File: src/rtl/dffre_pipe_if.sv
// rtl/dffre_pipe_if.sv - handshake/data bundle for the dffre_pipe register pipeline
//
// Purpose: groups the per-word control, data and status signals of dffre_pipe.
// Ports (signals):
//   i_Enable  shift enable (lockstep) or downstream ready (elastic)
//   i_Clear   synchronous clear, wins over i_Enable
//   i_Valid   input word valid
//   i_D       input data, WIDTH bits
//   o_Ready   input accepted this cycle when i_Valid is also 1
//   o_Valid   valid tag of the last stage
//   o_Q       data of the last stage, WIDTH bits
//   o_Count   number of stages holding valid data
// Modports: master drives the inputs (upstream/downstream side), slave is the pipeline.
interface dffre_pipe_if #(
  parameter int WIDTH = 8,
  parameter int DEPTH = 4
);
  localparam int CW = $clog2(DEPTH + 1);

  logic             i_Enable;
  logic             i_Clear;
  logic             i_Valid;
  logic [WIDTH-1:0] i_D;
  logic             o_Ready;
  logic             o_Valid;
  logic [WIDTH-1:0] o_Q;
  logic [CW-1:0]    o_Count;

  modport master (
    output i_Enable, i_Clear, i_Valid, i_D,
    input  o_Ready, o_Valid, o_Q, o_Count
  );

  modport slave (
    input  i_Enable, i_Clear, i_Valid, i_D,
    output o_Ready, o_Valid, o_Q, o_Count
  );
endinterface

File: src/rtl/dffre_pipe.sv
// rtl/dffre_pipe.sv - WIDTH x DEPTH enabled/cleared register pipeline, lockstep or elastic
//
// Purpose: multi-stage successor of the single enabled/reset flop. Each stage
// holds a data word and a valid tag. ELASTIC=0 shifts every stage together
// under i_Enable; ELASTIC=1 lets words advance into empty stages (bubble
// collapse) with i_Enable acting as downstream ready.
// Ports:
//   clk      rising-edge clock
//   i_Reset  asynchronous active-low reset, released synchronously by the user
//   bus      dffre_pipe_if slave: i_Enable, i_Clear, i_Valid, i_D in;
//            o_Ready, o_Valid, o_Q, o_Count out
module dffre_pipe #(
  parameter int               WIDTH     = 8,
  parameter int               DEPTH     = 4,
  parameter logic [WIDTH-1:0] RESET_VAL = '0,
  parameter int               ELASTIC   = 0
) (
  input  logic         clk,
  input  logic         i_Reset,
  dffre_pipe_if.slave  bus
);
  localparam int CW = $clog2(DEPTH + 1);

  logic [WIDTH-1:0] data_r [DEPTH];
  logic [DEPTH-1:0] vld_r;

  // go[k]=1 means stage k loads from its upstream neighbour this edge.
  // go[DEPTH] is the downstream ready. In elastic mode a stage may load when it
  // is empty or when the stage ahead of it is itself moving; the chain runs
  // from the output back to the input within one cycle. In lockstep mode the
  // chain simply copies i_Enable to every stage.
  logic [DEPTH:0] go;

  always_comb begin
    go        = '0;
    go[DEPTH] = bus.i_Enable;
    for (int k = DEPTH - 1; k >= 0; k--) begin
      if (ELASTIC != 0) begin
        go[k] = !vld_r[k] || go[k+1];
      end else begin
        go[k] = go[k+1];
      end
    end
  end

  always_ff @(posedge clk or negedge i_Reset) begin
    if (!i_Reset) begin
      vld_r <= '0;
      for (int k = 0; k < DEPTH; k++) begin
        data_r[k] <= RESET_VAL;
      end
    end else if (bus.i_Clear) begin
      // Clear drops the word presented this cycle as well as everything in flight.
      vld_r <= '0;
      for (int k = 0; k < DEPTH; k++) begin
        data_r[k] <= RESET_VAL;
      end
    end else begin
      // Stage 0 loads the input word even when i_Valid=0 so that lockstep
      // bubbles carry i_D unchanged.
      if (go[0]) begin
        vld_r[0]  <= bus.i_Valid;
        data_r[0] <= bus.i_D;
      end
      for (int k = 1; k < DEPTH; k++) begin
        if (go[k]) begin
          vld_r[k]  <= vld_r[k-1];
          data_r[k] <= data_r[k-1];
        end
      end
    end
  end

  assign bus.o_Ready = go[0];
  assign bus.o_Valid = vld_r[DEPTH-1];
  assign bus.o_Q     = data_r[DEPTH-1];
  assign bus.o_Count = CW'($countones(vld_r));
endmodule

File: src/flat_wrapper.sv
// flat-port wrapper written by rule: the top's interface ports become plain ports
module dffre_pipe_flat 
#(
  parameter int               WIDTH     = 8,
  parameter int               DEPTH     = 4,
  parameter logic [WIDTH-1:0] RESET_VAL = '0,
  parameter int               ELASTIC   = 0
)
  (clk, i_Reset, bus_i_Enable, bus_i_Clear, bus_i_Valid, bus_i_D, bus_o_Ready, bus_o_Valid, bus_o_Q, bus_o_Count);
  dffre_pipe_if #(.WIDTH(WIDTH), .DEPTH(DEPTH)) bus_i ();
  input  logic clk;
  input  logic i_Reset;
  input wire logic [$bits(bus_i.i_Enable)-1:0] bus_i_Enable;
  input wire logic [$bits(bus_i.i_Clear)-1:0] bus_i_Clear;
  input wire logic [$bits(bus_i.i_Valid)-1:0] bus_i_Valid;
  input wire logic [$bits(bus_i.i_D)-1:0] bus_i_D;
  output wire logic [$bits(bus_i.o_Ready)-1:0] bus_o_Ready;
  output wire logic [$bits(bus_i.o_Valid)-1:0] bus_o_Valid;
  output wire logic [$bits(bus_i.o_Q)-1:0] bus_o_Q;
  output wire logic [$bits(bus_i.o_Count)-1:0] bus_o_Count;
  assign bus_i.i_Enable = bus_i_Enable;
  assign bus_i.i_Clear = bus_i_Clear;
  assign bus_i.i_Valid = bus_i_Valid;
  assign bus_i.i_D = bus_i_D;
  assign bus_o_Ready = bus_i.o_Ready;
  assign bus_o_Valid = bus_i.o_Valid;
  assign bus_o_Q = bus_i.o_Q;
  assign bus_o_Count = bus_i.o_Count;
  dffre_pipe #(.WIDTH(WIDTH), .DEPTH(DEPTH), .RESET_VAL(RESET_VAL), .ELASTIC(ELASTIC)) u_core (.clk(clk), .i_Reset(i_Reset), .bus(bus_i));
endmodule
File: config.mk
export PLATFORM = sky130hd
export DESIGN_NAME = dffre_pipe_flat
export DESIGN_NICKNAME = d
export VERILOG_FILES = /design/src/rtl/dffre_pipe_if.sv /design/src/rtl/dffre_pipe.sv /design/src/flat_wrapper.sv
export SDC_FILE = /design/constraint.sdc
export NUM_CORES = 1
export LEC_CHECK = 0
export BUFFER_PORTS_ARGS = -buffer_cell sky130_fd_sc_hd__buf_2
export CORE_ASPECT_RATIO = 0.5
export CORE_UTILIZATION = 53
export CTS_BUF_LIST = sky130_fd_sc_hd__clkbuf_8 sky130_fd_sc_hd__clkbuf_16
export DETAILED_ROUTE_END_ITERATION = 10
export PLACE_DENSITY = 0.81
export SLEW_MARGIN = 20
export SYNTH_ARGS = -nofsm -noshare
export SYNTH_HDL_FRONTEND = slang
export SYNTH_SLANG_ARGS = --single-unit
File: constraint.sdc
create_clock -name clk -period 1.8 [get_ports clk]
set_input_delay 0.36 -clock clk [delete_from_list [all_inputs] [get_ports clk]]
set_output_delay 0.36 -clock clk [all_outputs]
set_load 0.1 [all_outputs]
======== Word level (Yosys, flattened, before mapping) ========
Index checks and enable logic that the tools add are counted.
word-level totals
  flip-flop bits (word level) ............. 36
  bits in latches ......................... 0
  RAM bits ................................ 0
  ROM bits ................................ 0
  input port bits ......................... 13
  output and inout bits ................... 13
  word-level logic and storage cells ...... 19
  memories ................................ 0
cells by class
  add/subtract/negate cells ............... 3
  $mul .................................... 0
  div/mod/pow operators ................... 0
  magnitude comparators ................... 0
  equal/unequal tests ..................... 0
  shift-type cells ........................ 0
  multiplexer cells ....................... 10
  bitwise logic cells ..................... 0
  reductions and logical operators ........ 1
operator list
  kind                                    count
  32-bit 2-to-1 mux                       1
  8-bit 2-to-1 mux                        4
  1-bit by 1-bit adder with 2-bit output  2
  1-bit 2-to-1 mux                        4
  4-bit 2-to-1 mux                        1
  3-bit adder                             1
  2-bit nonzero test                      1

======== Longest topological paths before layout ========
Gate-level depths: netlist of run 1.
  depth after elaboration ................. 2
  depth in mapped cells ................... 4
  gate-level depth less buffers ........... 3

======== Least setup slack after synthesis of run 1 ========
Ideal clock, no wire load.
  kind .................................... reg2out
  start ................................... register u_core.vld_r[3]
  end ..................................... output port bus_o_Count[1]
  arrival ................................. 2.612 ns
  required time ........................... 1.440 ns
  setup slack ............................. -1.172 ns
  stages on the path, launching flop included .. 4
  buffers on the path ..................... 0
  path through ............................ dfrtp_1 -> ha_1 -> ha_1 -> fa_1
on the way
  longest elaborated chain between the ends .. 2
ends and longest elaborated chain
  element                                                       RTL line            text
  from (decl)                                                   dffre_pipe.sv:25    logic [DEPTH-1:0] vld_r;
  from (signal, indexed assignment)                             dffre_pipe.sv:67    vld_r[k] <= vld_r[k-1];
  1-bit by 1-bit adder with 2-bit output (not written as such)  dffre_pipe.sv:77    assign bus.o_Count = CW'($countones(vld_r));
  3-bit adder (not written as such)                             dffre_pipe.sv:77
  to (decl)                                                     flat_wrapper.sv:20  output wire logic [$bits(bus_i.o_Count)-1:0] bus_o_Count;
Every way passes these cells.

======== Worst setup path after layout of run 1 ========
Ends and elaborated chain as after synthesis.

==> results of run 1 <==
-- worst register-to-register path, delay by kind of cell, from the launching register on --
| family | cells | cell delay [ns] |
|---|---|---|
| mux | 1 | 0.13 |
| buf+inv | 1 | 0.14 |
| flops | 1 | 0.49 |
| simple gates | 1 | 0.06 |
-- state kept, by name, summed over array words and instances, names as in the netlist --
signal / flops
u_core.bus.o_Q: 8
u_core.vld_r: 4
u_core.data_r: 24
-- power breakdown --
group | internal [mW] | leakage (nW) | switching, mW | total (mW)
logic | 0.0730 | 0.467 | 0.114 | 0.187
registers | 0.832 | 0.492 | 0.0146 | 0.846
clock network | 0.405 | 0.0593 | 0.268 | 0.673
-- cells in the mapped netlist --
cell / number
buf_12: 3
buf_2: 3
buf_4: 9
buf_6: 1
clkbuf_1: 1
dfrtp_1: 36
fa_1: 1
ha_1: 3
mux2i_1: 36
nor2_1: 36
-- cell type report --
type | instances | share of cell area (%)
flip-flops and latches | 36 | 48.0
multi-input cells | 76 | 31.5
repair buffers | 31 | 12.4
clock buffers | 5 | 3.65
well taps | 37 | 2.46
clock inverters | 3 | 2.06
-- metal layers --
layer,vias to the layer above,GRT usage [%],part of all wire [%]
met5,-,0,0
met4,0,8.04,1.4
met3,4,7.78,6.2
met2,22,29.7,46
met1,442,23.4,47
li1,460,-,-
-- logic make-up (layout without fill, tap and decap cells) --
logic type | after synthesis | count (layout) | synth area share, %
fa+ha+maj | 4 | 4 | 3.57
mux | 36 | 36 | 22.4
flops | 36 | 36 | 55.9
simple gates | 36 | 36 | 8.39
buf+inv | 17 | 39 | 9.78
-- through the flow --
stage | setup WS (ns) | setup TNS [ns] | hold WS (ns) | util [%]
after global placement | -0.146 | -0.186 | 0.423 | 64.4
final | -0.427 | -0.648 | 0.111 | 69.0
after global routing | -0.462 | -0.750 | 0.165 | 69.0
after CTS | -0.445 | -0.694 | 0.121 | 69.0
after detailed placement | -0.182 | -0.250 | 0.427 | 64.4
after floorplan | -0.471 | -0.649 | 0.0644 | -
-- path summary, 6_finish.rpt --
| kind | start | slack [ns] | endpoint |
|---|---|---|---|
| max in group asynchronous | i_Reset | 1.13 | u_core.bus.o_Q[6]$_DFFE_PN0P_ |
| worst min register to register | u_core.data_r[25]$_DFFE_PN0P_ | 0.51 | u_core.data_r[17]$_DFFE_PN0P_ |
| worst max-delay path | u_core.vld_r[3]$_DFFE_PN0P_ | -0.43 | bus_o_Count[1] |
| worst max register to register | u_core.vld_r[3]$_DFFE_PN0P_ | 0.84 | u_core.vld_r[3]$_DFFE_PN0P_ |
| worst min-delay path | i_Reset | 0.11 | u_core.vld_r[1]$_DFFE_PN0P_ |
| min in group clk | bus_i_D[4] | 0.32 | u_core.data_r[28]$_DFFE_PN0P_ |
-- timing repair --
item,CTS,global route
setup endpoints to repair,3,3
pin swaps,1,0
buffers inserted,0,0
resized for setup,3,0
==> metrics.csv, run 1 <==
stage,metric,value,unit
clocking,clock buffer depth,2,
sta,RSZ-0062 raised after global routing,yes,
global_routing,number of global-route vias before repair,821,
route,Vias/cell,4.94,
sta,final setup vio count,2,
floorplan,Die Height,41.0,um
sta,Final Hold Vio Count,0,
route,drt drc,0,
placed_design,Inst Count DP,180,
logic_synthesis,"Net Count, Synth",146,
route,wire length per cell,14.0,um
logic_synthesis,Synth area leader,dfrtp_1,
sta,Setup WS post-layout,-0.427,ns
min_path,path type of the worst min-delay path,primary input to async pin,
clocking,cts hold-fix bufs,0,
placed_design,Port Buffers,25,
floorplan,number of primary I/O pins,26,
critical_path,"Req. time, crit path",1.44,ns
critical_path,slowest CP cell,fa_2,
clocking,H-tree levels,2,
critical_path,crit path buf inv count,1,
clocking,Sink Count,36,
route,Vias,928,
cells_and_area,nets@finish,167,
critical_path,worst path cell trace,ha_4 -> ha_4 -> fa_2 -> buf_12,
critical_path,critical path arrival,1.87,ns
route,drt total wl,2630,um
placed_design,"Cell Area, Placed",1760,um2
sta,worst clock skew,0.00715,ns
global_routing,largest net degree at the start of global routing,37,
floorplan,Row Count,13,
route,initial DRC count,100,
cells_and_area,final cell count without fillers,188,
cells_and_area,Fill cells,205,
logic_synthesis,top-area cell type share of the netlist area,55.9,%
sta,fin crit period,2.23,ns
power_and_ir_drop,leakage power,1.02,nW
cells_and_area,most frequent cells in the layout,"mux2i_1 (36), nor2_1 (36), dfrtp_1 (35)",
critical_path,startpoint types,register,
sta,max-slew violation count,0,
route,drt pass-1 iters,4,
logic_synthesis,"Avg Cell Area, Syn",12.5,um2
sta,Final Cycle Share,124,%
logic_synthesis,sequential area share after synthesis,55.9,%
global_routing,first-pass GRT wire length,4110,um
cells_and_area,post-route cell area,1890,um2
floorplan,core area,2730,um2
floorplan,Die W,80.0,um
placed_design,routability cong.,0.657,
critical_path,CP most frequent cell,ha_4,
critical_path,top cell family by delay on the critical path,adder cells,
floorplan,die area,3280,um2
global_routing,initial antenna violation count,0,
logic_synthesis,Cells after Synth,129,
run_status,status,"complete, but fails checks",
cells_and_area,area delta synth->final,17.0,%
global_routing,GRT overflow,0,
cells_and_area,Reg area,905,um2
clocking,CTS tree,done,
logic_synthesis,Yosys reg bits,36,
clocking,worst skew pair latency,0.28,ns
sta,Least-Margin Pin Slew,0.670,ns
power_and_ir_drop,"Power, Total",1.71,mW
logic_synthesis,Synth Cell Area,1610,um2
floorplan,initial core utilization,59.0,%
logic_synthesis,Syn. warnings,0,
logic_synthesis,"top cells by area, synth","dfrtp_1 (56%), mux2i_1 (22%), nor2_1 (8.4%)",
power_and_ir_drop,maximum VDD drop,0.884,mV
critical_path,Crit. End Element,primary output,
cells_and_area,multi-input logic area,593,um2
cells_and_area,n_diodes,0,
critical_path,"Max FO, Critical Path",2,
sta,fmax,449,MHz
clocking,clock-pin slew on the worst setup and hold paths,0.07,ns
clocking,CTS buffer count,5,
logic_synthesis,Yosys cell types,10,
global_routing,GRT Resource Usage Total,18.7,%
sta,worst rel slew slack,55.3,%
run_status,failing checks,setup timing,
critical_path,critical path depth in cells,4,
clocking,clk root buf,clkbuf_8,
power_and_ir_drop,PwrDens,905,nW/um2
cells_and_area,share of cells above drive strength 1,28.5,%
flow_run,maxcap violations,0,
route,post-route antenna net violation count,0,
critical_path,critical path start-end classification,register to primary output,
critical_path,Worst R2R Path Depth,3,
critical_path,"slowest stage delay, CP",0.55,ns
(Power assumes the default switching activity.)
==> run 2: changes to the inputs <==
--- a/config.mk
+++ b/config.mk
@@ -5,12 +5,13 @@
 export SDC_FILE = /design/constraint.sdc
 export NUM_CORES = 1
 export LEC_CHECK = 0
+export ABC_AREA = 1
 export BUFFER_PORTS_ARGS = -buffer_cell sky130_fd_sc_hd__buf_2
 export CORE_ASPECT_RATIO = 0.5
 export CORE_UTILIZATION = 53
 export CTS_BUF_LIST = sky130_fd_sc_hd__clkbuf_8 sky130_fd_sc_hd__clkbuf_16
 export DETAILED_ROUTE_END_ITERATION = 10
-export PLACE_DENSITY = 0.81
+export PLACE_DENSITY = 0.8
 export SLEW_MARGIN = 20
 export SYNTH_ARGS = -nofsm -noshare
 export SYNTH_HDL_FRONTEND = slang
==> metrics.csv, run 2 <==
stage,metric,value,unit,change
run_status,status,"complete, but fails checks",,
run_status,failing checks,setup timing,,
logic_synthesis,"EDFF count, synth",0,,unchanged
cells_and_area,most frequent cells in the layout,"nand2_1 (72), dfrtp_1 (35), buf_2 (21)",,
global_routing,GRT overflow,0,,unchanged
route,drt pass-1 iters,4,,unchanged
route,initial DRC count,75,,-25%
logic_synthesis,Synth Cell Area,1710,um2,+6.1%
floorplan,Die W,82.3,um,+2.9%
clocking,clock buffer depth,2,,unchanged
critical_path,"slowest stage delay, CP",0.55,ns,about the same
logic_synthesis,Main synth FF type,dfrtp_1,,
power_and_ir_drop,switch share,23.9,%,+0.64 points
critical_path,critical path start-end classification,register to primary output,,
clocking,clk root buf,clkbuf_8,,
cells_and_area,Top reg by flops,u_core.data_r,,
critical_path,"Max FO, Critical Path",2,,unchanged
cells_and_area,share of cells above drive strength 1,34.4,%,+5.9 points
route,drt drc,0,,unchanged
placed_design,Inst Count DP,220,,+22%
critical_path,critical path arrival,1.87,ns,about the same
power_and_ir_drop,Int Power,1.29,mW,-1.3%
placed_design,routability cong.,0.711,,+8.2%
clocking,clock-pin slew on the worst setup and hold paths,0.07,ns,about the same
route,post-route antenna net violation count,0,,unchanged
cells_and_area,Reg area,905,um2,unchanged
power_and_ir_drop,NetSw,0.406,mW,+2.3%
clocking,Sink Count,36,,unchanged
global_routing,number of global-route vias before repair,1083,,+32%
cells_and_area,multi-input logic area,668,um2,+13%
logic_synthesis,Syn. warnings,0,,unchanged
logic_synthesis,ys async rst share,100,%,unchanged
placed_design,Port Buffers,25,,unchanged
power_and_ir_drop,maximum VDD drop,0.537,mV,-39%
power_and_ir_drop,combinational share of power,10.7,%,-0.3 points
critical_path,CP most frequent cell,ha_4,,
min_path,path type of the worst min-delay path,primary input to async pin,,
logic_synthesis,Yosys cell types,11,,+1
clocking,worst skew pair latency,0.28,ns,about the same
floorplan,die area,3470,um2,+5.8%
sta,fmax,449,MHz,about the same
floorplan,Die Height,42.2,um,+2.8%
logic_synthesis,most frequent cells after synthesis,"nand2_1 (72), dfrtp_1 (36), nand3_2 (20)",,
logic_synthesis,"Net Count, Synth",186,,+27%
floorplan,Row Count,14,,+1
global_routing,largest net degree at the start of global routing,37,,unchanged
clocking,cts hold-fix bufs,0,,unchanged
sta,RSZ-0062 raised after global routing,yes,,
sta,Setup WS post-layout,-0.429,ns,-0.00203 ns
cells_and_area,max reg flops,24,,unchanged
logic_synthesis,Cells after Synth,169,,+31%
sta,worst rel slew slack,63.2,%,+7.9 points
sta,worst clock skew,0.00362,ns,-0.00353 ns
floorplan,number of primary I/O pins,26,,unchanged
sta,Final Hold Vio Count,0,,unchanged
logic_synthesis,Synth area leader,dfrtp_1,,
logic_synthesis,most common cell in the synthesized netlist,nand2_1,,
critical_path,worst path cell trace,ha_4 -> ha_4 -> fa_2 -> buf_12,,
cells_and_area,area delta synth->final,14.6,%,
flow_run,maxcap violations,0,,unchanged
sta,final setup vio count,2,,unchanged
floorplan,initial core utilization,56.4,%,-2.6 points
critical_path,crit path buf inv count,1,,unchanged
logic_synthesis,top-area cell type share of the netlist area,52.7,%,-3.2 points
critical_path,slowest CP cell,fa_2,,
logic_synthesis,"Avg Cell Area, Syn",10.1,um2,-19%
critical_path,Crit. End Element,primary output,,
sta,Final Cycle Share,124,%,about the same
cells_and_area,"commonest non-fill, non-tap cell in the layout",nand2_1,,
global_routing,first-pass GRT wire length,4830,um,+18%
power_and_ir_drop,PwrDens,867,nW/um2,-4.1%
logic_synthesis,sequential area share after synthesis,52.7,%,-3.2 points
global_routing,GRT Resource Usage Total,19.3,%,+0.53 points
clocking,H-tree levels,2,,unchanged
clocking,CTS buffer count,5,,unchanged
placed_design,dpl ws,-0.173,ns,+0.00898 ns
route,Vias,1143,,+23%
cells_and_area,n_diodes,0,,unchanged
cells_and_area,Fill cells,246,,+20%
route,drt total wl,2700,um,+2.6%
clocking,CTS tree,done,,
placed_design,post-DP HPWL,1820,um,
sta,Least-Margin Pin Slew,0.552,ns,-0.118 ns
power_and_ir_drop,Seq pwr share,49.8,%,+0.2 points
sta,fin crit period,2.23,ns,+0.00203 ns
power_and_ir_drop,Clock power frac,39.5,%,about the same
critical_path,"Req. time, crit path",1.44,ns,about the same
route,Vias/cell,4.99,,+1.1%
global_routing,initial antenna violation count,0,,unchanged
sta,max-slew violation count,0,,unchanged
logic_synthesis,Yosys reg bits,36,,unchanged
route,wire length per cell,11.8,um,-16%
cells_and_area,final cell count without fillers,229,,+22%
critical_path,top cell family by delay on the critical path,adder cells,,
critical_path,startpoint types,register,,
power_and_ir_drop,leakage power,1.07,nW,+4.8%
cells_and_area,nets@finish,205,,+23%
floorplan,core area,3030,um2,+11%
logic_synthesis,"top cells by area, synth","dfrtp_1 (53%), nand2_1 (16%), nand3_2 (12%)",,
-- run 2: path summary, 6_finish.rpt --
path / startpoint / endpoint / slack [ns] / cells after the start
worst max-delay path: u_core.vld_r[3]$_DFFE_PN0P_ / bus_o_Count[1] / -0.43 / 4
worst min-delay path: i_Reset / u_core.bus.o_Q[1]$_DFFE_PN0P_ / 0.06 / 1
worst max register to register: u_core.vld_r[3]$_DFFE_PN0P_ / u_core.vld_r[3]$_DFFE_PN0P_ / 0.96 / 3
worst min register to register: u_core.bus.o_Q[2]$_DFFE_PN0P_ / u_core.bus.o_Q[2]$_DFFE_PN0P_ / 0.47 / 2
max in group asynchronous: i_Reset / u_core.data_r[12]$_DFFE_PN0P_ / 1.18 / 2
min in group clk: bus_i_D[7] / u_core.data_r[31]$_DFFE_PN0P_ / 0.30 / 3
-- run 2: cells by family (layout without fill, tap and decap cells) --
family        count (synthesis)  after routing  share of synthesized area (%)
buf+inv                      20             40                           10.5
simple gates                109            109                           33.4
flops                        36             36                           52.7
fa+ha+maj                     4              4                           3.37
-- run 2: layout make-up --
type / instances / share of cell area [%]
inverter: 1 / 0.319
sequential: 36 / 46.2
clock buffer: 5 / 3.51
multi-input combinational: 113 / 34.1
clock inverter: 3 / 1.98
tap: 40 / 2.56
timing repair buffer: 31 / 11.3
-- run 2: repair_timing --
action                                  4_1_cts  5_1_grt
buffers inserted                              1        0
pin swaps                                     1        0
resized for setup                             3        0
gates cloned                                  0        0
endpoints found under the setup margin        3        3
-- run 2: stage by stage --
| step | utilization [%] | cell area [um2] | hold WS (ns) | power, mW | TNS, ns |
|---|---|---|---|---|---|
| after floorplan | - | 1740 | 0.0644 | 0.996 | -0.650 |
| after global placement | 60.2 | 1820 | 0.368 | 1.04 | -0.191 |
| after detailed placement | 60.2 | 1820 | 0.384 | 1.04 | -0.234 |
| after CTS | 64.6 | 1960 | 0.0714 | 1.72 | -0.688 |
| after global routing | 64.6 | 1960 | 0.106 | 1.77 | -0.729 |
| final | 64.6 | 1960 | 0.0582 | 1.70 | -0.655 |
-- run 2: power by group through the flow --
stage / Clock (mW) / Combinational (mW) / Sequential [mW]
5_1_grt: 0.722 / 0.198 / 0.848
3_5_place_dp: 0 / 0.182 / 0.859
3_3_place_gp: 0 / 0.178 / 0.858
4_1_cts: 0.694 / 0.184 / 0.845
6_report: 0.671 / 0.181 / 0.846
2_1_floorplan: 0 / 0.137 / 0.859
-- run 2: routing by layer --
metal  part of all wire [%]  GRT usage [%]  vias to the layer above
met4                    1.9           8.07                        0
met2                     45           26.9                       28
met1                     47           27.1                      539
li1                       -              -                      569
met3                    6.0           6.96                        7
met5                      0              0                        -
==> run 3: changes to the inputs <==
--- a/config.mk
+++ b/config.mk
@@ -6,12 +6,12 @@
 export NUM_CORES = 1
 export LEC_CHECK = 0
 export ABC_AREA = 1
-export BUFFER_PORTS_ARGS = -buffer_cell sky130_fd_sc_hd__buf_2
+export BUFFER_PORTS_ARGS = -buffer_cell sky130_fd_sc_hd__clkbuf_2
 export CORE_ASPECT_RATIO = 0.5
-export CORE_UTILIZATION = 53
+export CORE_UTILIZATION = 30
 export CTS_BUF_LIST = sky130_fd_sc_hd__clkbuf_8 sky130_fd_sc_hd__clkbuf_16
 export DETAILED_ROUTE_END_ITERATION = 10
-export PLACE_DENSITY = 0.8
+export PLACE_DENSITY = 0.54
 export SLEW_MARGIN = 20
 export SYNTH_ARGS = -nofsm -noshare
 export SYNTH_HDL_FRONTEND = slang
==> constraint.sdc (replaced) <==
create_clock -name clk -period 2 [get_ports clk]
set_input_delay 0.4 -clock clk [delete_from_list [all_inputs] [get_ports clk]]
set_output_delay 0.4 -clock clk [all_outputs]
set_load 0.1 [all_outputs]
==> metrics.csv, run 3 (synthesized netlist as in run 2, its figures left out) <==
stage,metric,value,unit,change
floorplan,number of primary I/O pins,26,,unchanged
route,Vias/cell,4.35,,-13%
cells_and_area,area delta synth->final,19.3,%,
clocking,CTS buffer count,5,,unchanged
sta,Setup WS post-layout,-0.251,ns,+0.179 ns
sta,worst hold slack,0.0837,ns,+0.0255 ns
cells_and_area,n_diodes,0,,unchanged
critical_path,"Req. time, crit path",1.60,ns,+0.16 ns
route,initial DRC count,53,,-29%
floorplan,initial core utilization,32.9,%,-24 points
clocking,worst skew pair latency,0.28,ns,about the same
cells_and_area,Top reg by flops,u_core.data_r,,
cells_and_area,Fill cells,539,,+120%
sta,worst clock skew,0.00386,ns,+0.000236 ns
flow_run,maxcap violations,0,,unchanged
clocking,clock buffer depth,2,,unchanged
route,drt drc,0,,unchanged
sta,RSZ-0062 raised after global routing,yes,,
clocking,H-tree levels,2,,unchanged
critical_path,worst path cell trace,ha_4 -> ha_4 -> fa_2 -> buf_12,,
sta,worst rel slew slack,63.5,%,+0.37 points
critical_path,FF-to-FF setup slack,1.15,ns,+0.19 ns
floorplan,Die Height,55.4,um,+31%
global_routing,initial antenna violation count,0,,unchanged
critical_path,"slowest stage delay, CP",0.54,ns,about the same
critical_path,CP most frequent cell,ha_4,,
sta,fin crit period,2.25,ns,
sta,final setup vio count,2,,unchanged
route,drt total wl,3000,um,+11%
power_and_ir_drop,leakage power,1.07,nW,+0.53%
power_and_ir_drop,PwrDens,833,nW/um2,-4.0%
power_and_ir_drop,"Power, Total",1.70,mW,about the same
placed_design,Inst Count DP,249,,+13%
run_status,status,"complete, but fails checks",,
critical_path,Worst R2R Path Depth,3,,unchanged
floorplan,Die W,109,um,+32%
min_path,path type of the worst min-delay path,primary input to async pin,,
floorplan,Row Count,18,,+4
cells_and_area,max reg flops,24,,unchanged
global_routing,number of global-route vias before repair,1084,,+0.092%
cells_and_area,final cell count without fillers,258,,+13%
clocking,clock-pin slew on the worst setup and hold paths,0.05,ns,-0.02 ns
clocking,Sink Count,36,,unchanged
critical_path,"Max FO, Critical Path",2,,unchanged
critical_path,Worst R2R End,u_core.vld_r[3]$_DFFE_PN0P_,,
global_routing,largest net degree at the start of global routing,37,,unchanged
critical_path,crit path buf inv count,1,,unchanged
critical_path,critical path arrival,1.85,ns,-0.02 ns
sta,Least-Margin Pin Slew,0.549,ns,-0.00316 ns
route,post-route antenna net violation count,0,,unchanged
run_status,failing checks,setup timing,,
sta,fmax,444,MHz,
placed_design,post-DP HPWL,1970,um,+8.1%
cells_and_area,most frequent cells in the layout,"nand2_1 (72), dfrtp_1 (35), clkbuf_2 (21)",,
critical_path,slowest CP cell,fa_2,,
clocking,cts hold-fix bufs,0,,unchanged
global_routing,first-pass GRT wire length,4930,um,+2.0%
sta,Final Hold Vio Count,0,,unchanged
critical_path,Crit. End Element,primary output,,
cells_and_area,"commonest non-fill, non-tap cell in the layout",nand2_1,,
placed_design,Port Buffers,25,,unchanged
power_and_ir_drop,maximum VDD drop,0.373,mV,-31%
floorplan,die area,6020,um2,+74%
placed_design,routability cong.,0.641,,-9.8%
sta,max-slew violation count,0,,unchanged
clocking,CTS tree,done,,
critical_path,critical path start-end classification,register to primary output,,
clocking,clk root buf,clkbuf_16,,
critical_path,startpoint types,register,,
cells_and_area,share of cells above drive strength 1,34.0,%,-0.35 points
route,wire length per cell,11.6,um,-1.2%
global_routing,GRT overflow,0,,unchanged
sta,Final Cycle Share,113,%,
route,Vias,1122,,-1.8%
cells_and_area,nets@finish,204,,-0.49%
critical_path,worst r2r src,u_core.vld_r[3]$_DFFE_PN0P_,,
floorplan,core area,5200,um2,+72%
critical_path,top cell family by delay on the critical path,adder cells,,
critical_path,critical path depth in cells,4,,unchanged
route,drt pass-1 iters,4,,unchanged
global_routing,GRT Resource Usage Total,10.8,%,-8.4 points
## run 3: cell types whose count changed in the layout (fill, tap and decap cells not counted), moves of 4 or more
cell / change
buf_2: -21
clkbuf_2: +21
clkbuf_16: +5
clkbuf_8: -4
## run 3: metal layers
| layer | routed length [um] | track usage, % |
|---|---|---|
| met1 | 1590 | 14.2 |
| met2 | 1230 | 15.6 |
| met3 | 122 | 3.78 |
| met4 | 58 | 5.79 |
| met5 | 0 | 0 |
## run 3: worst max-delay path by stage
stage / from / to / slack [ns]
final: u_core.vld_r[3]$_DFFE_PN0P_ / bus_o_Count[1] / -0.25
after global routing: u_core.vld_r[3]$_DFFE_PN0P_ / bus_o_Count[1] / -0.28
after CTS: u_core.vld_r[3]$_DFFE_PN0P_ / bus_o_Count[1] / -0.26
after detailed placement: u_core.vld_r[1]$_DFFE_PN0P_ / bus_o_Count[1] / -0.02
after global placement: u_core.vld_r[1]$_DFFE_PN0P_ / bus_o_Count[1] / -0.006
after floorplan: u_core.vld_r[3]$_DFFE_PN0P_ / bus_o_Count[1] / -0.31
## run 3: stage by stage
step | TNS, ns | setup WS [ns] | util, % | area (um2)
after floorplan | -0.330 | -0.312 | - | 1740
after global placement | -0.00604 | -0.00604 | 35.9 | 1870
after detailed placement | -0.0181 | -0.0181 | 35.9 | 1870
after global routing | -0.364 | -0.276 | 39.2 | 2040
after CTS | -0.334 | -0.262 | 39.2 | 2040
final | -0.312 | -0.251 | 39.2 | 2040
## run 3: worst register-to-register path, delay by kind of cell, from the launching register on
kind / cells / cell delay [ns]
buffers and inverters: 1 / 0.14
flip-flops: 1 / 0.48
AND/OR/NAND/NOR: 2 / 0.11
## run 3: final cells by class
type	count	area [um2]	area share, %
Multi-Input combinational cell	113	668	32.8
Clock inverter	2	11.3	0.552
Timing Repair Buffer	30	223	10.9
Inverter	1	6.26	0.307
Sequential cell	36	905	44.4
Clock buffer	6	139	6.81
Tap cell	70	87.6	4.29
## run 3: timing repair
| action | CTS | global route |
|---|---|---|
| endpoints found under the setup margin | 2 | 2 |
| setup buffers | 1 | 0 |
| pin swaps | 1 | 0 |
| gates resized for setup | 1 | 0 |
## run 3: report_power, final
| part | internal, mW | leakage [nW] | switching, mW |
|---|---|---|---|
| clock network | 0.490 | 0.0743 | 0.283 |
| logic | 0.0501 | 0.507 | 0.114 |
| registers | 0.749 | 0.492 | 0.0134 |
| total | 1.29 | 1.07 | 0.409 |
